==> src/rtl/serial_subtractor.sv <==
// Bit-serial unsigned subtractor: one bit per clock, LSB first, with a
// registered result and final borrow presented alongside a one-cycle done pulse.
//
// state | meaning
// IDLE  | waiting for start; operands latched on the accepted start edge
// RUN   | one difference bit per cycle, WIDTH cycles total
// DONE  | diff/borrow_out just loaded; single-cycle done pulse
module serial_subtractor #(
   parameter int WIDTH = 8
) (
   input  logic             clk,
   input  logic             rst,
   input  logic             start,
   input  logic [WIDTH-1:0] a,
   input  logic [WIDTH-1:0] b,
   output logic [WIDTH-1:0] diff,
   output logic             borrow_out,
   output logic             busy,
   output logic             done
);

   localparam int CW = $clog2(WIDTH + 1);
   localparam logic [CW-1:0] LAST = CW'(WIDTH - 1);

   typedef enum logic [1:0] {IDLE, RUN, DONE} state_t;

   state_t           state;
   state_t           state_next;
   logic [WIDTH-1:0] a_sh;
   logic [WIDTH-1:0] b_sh;
   logic [WIDTH-1:0] res;
   logic             bw;
   logic [CW-1:0]    cnt;
   logic             d;
   logic             bw_next;
   logic [WIDTH:0]   res_cat;

   assign d       = a_sh[0] ^ b_sh[0] ^ bw;
   assign bw_next = (~a_sh[0] & b_sh[0]) | (~a_sh[0] & bw) | (b_sh[0] & bw);
   // Shifting the new bit in at the top; dropping bit 0 keeps WIDTH=1 legal.
   assign res_cat = {d, res};

   always_ff @(posedge clk) begin
      if (rst) state <= IDLE;
      else     state <= state_next;
   end

   always_comb begin
      state_next = state;
      case (state)
         IDLE:    if (start) state_next = RUN;
         RUN:     if (cnt == LAST) state_next = DONE;
         DONE:    state_next = IDLE;
         default: state_next = IDLE;
      endcase
   end

   always_ff @(posedge clk) begin
      if (rst) begin
         a_sh       <= '0;
         b_sh       <= '0;
         res        <= '0;
         bw         <= 1'b0;
         cnt        <= '0;
         diff       <= '0;
         borrow_out <= 1'b0;
      end else begin
         case (state)
            IDLE: begin
               if (start) begin
                  a_sh <= a;
                  b_sh <= b;
                  res  <= '0;
                  bw   <= 1'b0;
                  cnt  <= '0;
               end
            end
            RUN: begin
               a_sh <= a_sh >> 1;
               b_sh <= b_sh >> 1;
               bw   <= bw_next;
               res  <= res_cat[WIDTH:1];
               cnt  <= cnt + CW'(1);
               if (cnt == LAST) begin
                  diff       <= res_cat[WIDTH:1];
                  borrow_out <= bw_next;
               end
            end
            default: ;
         endcase
      end
   end

   assign busy = (state == RUN);
   assign done = (state == DONE);

endmodule

==> config.mk <==
export PLATFORM = sky130hd
export DESIGN_NAME = serial_subtractor
export DESIGN_NICKNAME = d
export VERILOG_FILES = /design/src/rtl/serial_subtractor.sv
export SDC_FILE = /design/constraint.sdc
export NUM_CORES = 1
export LEC_CHECK = 0
export ABC_AREA = 1
export CORE_ASPECT_RATIO = 0.9
export CORE_UTILIZATION = 45
export CTS_CLUSTER_SIZE = 14
export DETAILED_ROUTE_END_ITERATION = 6
export PLACE_DENSITY = 0.69
export SYNTH_ARGS = -nofsm -noshare
export SYNTH_HDL_FRONTEND = slang
export SYNTH_SLANG_ARGS = --single-unit
==> constraint.sdc <==
create_clock -name clk -period 1.4 [get_ports clk]
set_input_delay 0.28 -clock clk [delete_from_list [all_inputs] [get_ports clk]]
set_output_delay 0.28 -clock clk [all_outputs]
set_load 0.02 [all_outputs]
After elaboration in Yosys (flattened, before gate mapping)
Cells that the tools add are included.
{ "classes": {"eq_ne": 5, "n_mux": 13, "n_bitwise": 8, "add_sub_neg": 1, "reduce_logical": 5} }
{ "ops": {"columns": ["operator", "count"], "rows": [
  ["case mux 8 bit (2 select lines)", 3],
  ["2-to-1 mux 8 bit", 3],
  ["case mux 4 bit (2 select lines)", 1],
  ["AND reduction 2 bit", 3],
  ["adder 4 x 1 -> 4 bit, second input constant", 1],
  ["equality test 4 x 3 -> 1 bit, second input constant", 1],
  ["2-to-1 mux 2 bit", 2],
  ["2-to-1 mux 4 bit", 1],
  ["case mux 2 bit (2 select lines)", 1],
  ["AND 1 bit", 3],
  ["equality test 2 x 1 -> 1 bit, second input constant", 1],
  ["equality test 2 bit, second input constant", 1],
  ["logical NOT 2 bit", 1],
  ["inequality test 2 x 1 -> 1 bit, second input constant", 1],
  ["inequality test 2 bit, second input constant", 1],
  ["bitwise OR 1 bit", 2],
  ["case mux 1 bit (2 select lines)", 1],
  ["nonzero test 2 bit", 1],
  ["XOR 1 bit", 2],
  ["2-to-1 mux 1 bit", 1],
  ["inverter 1 bit", 1]
]} }
{ "totals": {"out_inout_bits": 11, "ff_bits": 40, "input_bits": 19} }

Longest topological paths before layout
{ "depth": {"ltp_word": 5, "depth_mapped": 7} }

Worst setup path after synthesis
OpenSTA, ideal clock, no wires.
{ "synth_path": {"path_type": "register to register", "from": "reg a_sh[0]", "to": "reg res[7]", "slack_ns": 0.122, "path_stages_with_launch": 5, "n_path_buf": 0, "t_required_ns": 1.330, "t_arrival_ns": 1.207, "cell_sequence": "dfxtp_1 inv_1 fa_1 or2_2 a21oi_1"} }
{ "synth_via": {"elab_chain_cells": 3} }
{ "synth_lines": {"columns": ["item", "line", "text"], "rows": [
  ["start: declaration", "29", "logic [WIDTH-1:0] a_sh;"],
  ["start signal: assignment", "79", "a_sh <= a_sh >> 1;"],
  ["XOR 1 bit (2 in series)", "38", "assign d = a_sh[0] ^ b_sh[0] ^ bw;"],
  ["case mux 8 bit (2 select lines)", "68", "case (state)"],
  ["end signal: assignment", "82", "res <= res_cat[WIDTH:1];"],
  ["end: declaration", "31", "logic [WIDTH-1:0] res;"]
]} }
Every way passes these cells.
A chain may end at the register's enable or synchronous reset.

Final worst setup path
{ "layout_path": {"from": "reg bw", "to": "reg res[7]"} }
{ "layout_via": {"elab_chain_cells": 2} }
{ "layout_lines": {"columns": ["item", "line", "text"], "rows": [
  ["start: declaration", "32", "logic bw;"],
  ["start signal: assignment", "81", "bw <= bw_next;"],
  ["XOR 1 bit", "38", null],
  ["case mux 8 bit (2 select lines)", "68", null]
]} }
Every way passes these cells.

==> summary.md <==
| Metric | Value |
|---|---|
| Synth Area in Simple Gates | between 40% and 50% |
| Sink Count | 39 |
| Min Tclk post-route | 1.336 ns |
| Crit end category | flop |
| Initial cell density of the core | a little under half |
| Yosys reg bits | 39 |
| Die Area | 4121 sq um |
| WP data arrival | ~1.6 ns |
| CTS tree | yes |
| Synth Area in XOR/XNOR | 0% |
| Post-DR wirelength/cell | approximately 10 um |
| Largest family of logic cells by synthesized area | simple AND/OR/NAND/NOR gates |
| Drt drc | 2 |
| Final RePlAce weighted congestion | approximately 0.73 |
| Final Util | between 50% and 60% |
| Port bufs | 29 |
| Total Wirelength | roughly 3500 um |
| Core footprint | around 3700 sq um |
| Synth async-reset ratio | 0% |
| CTS H-Tree Depth | 2 |
| Overall power | approximately 2.3 mW |
| RSZ-0062 raised after global routing | false |
| Reg area | around 780 sq um |
| Finished Layout Cells | roughly 340 |
| Hold buffers post-CTS | 0 |
| DRT Pass-1 Iters | 6 |
| Mean post-synth cell area | a little under 7 sq um |
| Crit-path cells | fa_1 > or2_2 > a21oi_1 |
| Slew HR | 71.31% |
| Max Used Layer | met3 |
| Inserted Clock Buffers | 5 |
| Hold Crit Class | flop to flop |
| Antenna violations before repair | 0 |
| Placed cells | about 330 |
| Die Wd | 67.56 um |
| WS Path Type | flop to flop |
| Vias in the first global route | roughly 1400 |
| Met2 routed WL | 1618 um |
| Final setup violation count | 0 |
| Pre-CTS WS | -0.05131 ns |
| Global-route usage over all layers | roughly 20% |
| Post-Syn Nets | about 270 |
| Hold Vio Cnt, Final | 0 |
| Outcome | complete, but fails checks |
| CP Data Required Time | roughly 1.6 ns |
| Adder-Cell Fraction of Synth Area | 1.869% |
| Initial DRC count | 95 |
| Metal1 wirelength | roughly 1700 um |
| DP HPWL | about 2400 um |
| Period Utilization, post-route | approximately 95% |
| Final nets | ~310 |
| Clock transition at path regs | roughly 0.070 ns |
| Root Driver | clkbuf_8 |
| Post-synth EDFFs | 0 |
| GRT Residual Overflow | 0 |
| CP delay by family, top | adder cells |
| Layout cell share with drive strength beyond 1 | 11.00% |
| CP peak stage delay | 0.50 ns |
| Die Y-Extent | 61 um |
| Peak VDD IR | ~0.00065 V |
| Seq/Total Area, Yosys | 44.86% |
| Synth Flop Type | dfxtp_1 |
| Area of the multi-input gates | between 800 and 900 sq um |
| Worst setup margin | 0.06379 ns |
| First-pass GRT wire length | between 5000 and 6000 um |
| Violated checks | design-rule violations |
| Max Buffers Root-to-Sink | 2 |
| Multiplexer area fraction after synthesis | 0% |
| Crit Path Max Fanout | 2 |
| Yosys warning count | 0 |
| Num ports | 30 |
| Leakage | about 0.97 nW |
| Final slew viol count | 0 |
| Worst Skew | ~0.0055 ns |
| Row cnt | 21 |
| Post-DRT Antenna Nets | 0 |
| PwrDens | 1033 nW/um^2 |
| Synth cell types | 21 |
| FMAX | 0.7484 GHz |
| Area grow syn2layout | 27.10% |
| Avg Vias per Cell | between 4 and 5 |
| Setup repair bufs after CTS | 0 |
| Setup TNS | 0 ns |
| Pin slew with the least headroom to its limit | 0.4299 ns |
| Antenna cell count | 0 |
| Synth Instances | approximately 250 |
| Fillers | just under 400 |
| Setup crit start kind | flop |
| Pin count of the biggest net entering global routing | 36 |
| Worst-skew pair later-pin latency | about 0.29 ns |
| Slowest CP cell | fa_1 |
| Met3 WL | between 150 and 200 um |
| Max-cap check violation count | 0 |
| Compound-gate portion of the synthesized area | 4.601% |
| Crit path buf inv count | 0 |
| Synthesized area | ~1700 sq um |
| Via count | roughly 1600 |
## registers in the layout, indices dropped and copies added, names as in the netlist
register / count
state: 2
b_sh: 8
cnt: 4
bw: 1
borrow_out: 1
a_sh: 8
res: 7
diff: 8
## repair_timing
item | CTS | global route
gates resized for setup | 17 | 1
endpoints found under the setup margin | 11 | 2
pin swaps | 0 | 1
## through the flow
step | hold WS, ns | area, sq um
floorplan | 0.4228 | 1740
global placement | 0.4637 | 2125
detailed placement | 0.4696 | 2125
CTS | 0.4807 | 2218
global route | 0.5032 | 2212
finish | 0.4793 | 2212
## layout make-up
class / count / share of cell area (%)
flip-flops and latches: 39 / 35.41
multi-input cells: 181 / 36.88
well taps: 46 / 2.602
repair buffers: 43 / 17.19
clock buffers: 8 / 4.525
inverters: 20 / 3.394
## worst min-delay path, cell delays in order, from the launching register on
cell and delay (ns):
dfxtp_1 0.32, nand2_1 0.06, a21oi_1 0.05
## placed cells by master (no fill, tap or decap)
| cell type | netlist | final |
|---|---|---|
| dfxtp_1 | 39 | 37 |
| nor2_1 | 60 | 60 |
| nand3b_1 | 8 | 8 |
| clkdlybuf4s15_2 | 0 | 1 |
| nor2_4 | 1 | 1 |
| a21oi_1 | 14 | 14 |
| clkbuf_8 | 0 | 7 |
| nand2_1 | 56 | 56 |
| ha_1 | 1 | 1 |
| nor2_2 | 1 | 1 |
| inv_2 | 1 | 1 |
| buf_4 | 1 | 14 |
| inv_1 | 19 | 19 |
| dlygate4sd2_1 | 0 | 9 |
| clkdlybuf4s50_1 | 0 | 18 |
| or2_2 | 1 | 1 |
| nand3_1 | 32 | 32 |
| o21ai_0 | 2 | 2 |
| buf_2 | 6 | 1 |
| clkbuf_1 | 4 | 1 |
| dfxtp_2 | 0 | 2 |
| nor3_1 | 1 | 1 |
| fa_1 | 1 | 1 |
| nand2_2 | 3 | 3 |
## kinds of logic after synthesis
| logic type | count (synthesis) |
|---|---|
| simple gates | 163 |
| flops | 39 |
| fa+ha+maj | 2 |
| compound gates | 16 |
| buf+inv | 33 |
## Yosys cell counts (2+ instances only)
cell	number	area [sq um]
o21ai_0	2	10.01
nand3b_1	8	60.06
nand2_1	56	210.2
nand2_2	3	18.77
dfxtp_1	39	780.8
inv_1	19	71.32
buf_2	6	30.03
clkbuf_1	4	15.01
nor2_1	60	225.2
nand3_1	32	160.2
a21oi_1	14	70.07
## report_power, final
part	total, mW	leakage, nW	internal [mW]	switching (mW)
logic	0.291	0.600	0.131	0.160
registers	1.17	0.318	1.15	0.0206
clock network	0.826	0.0515	0.450	0.376
## path summary, 6_finish.rpt
kind                             start  endpoint  slack [ns]  depth (start not counted)
worst max register to register      bw    res[7]        0.06                          3
worst min-delay path            res[2]    res[1]        0.48                          2
worst min register to register  res[2]    res[1]        0.48                          2
worst max-delay path                bw    res[7]        0.06                          3
## routing by layer
layer,up-vias,global-route usage [%]
li1,861,-
met1,713,24.02
met2,31,32.81
met3,0,6.203
met4,0,6.383
met5,-,0
Note: power is estimated with default switching activity, not from simulation.
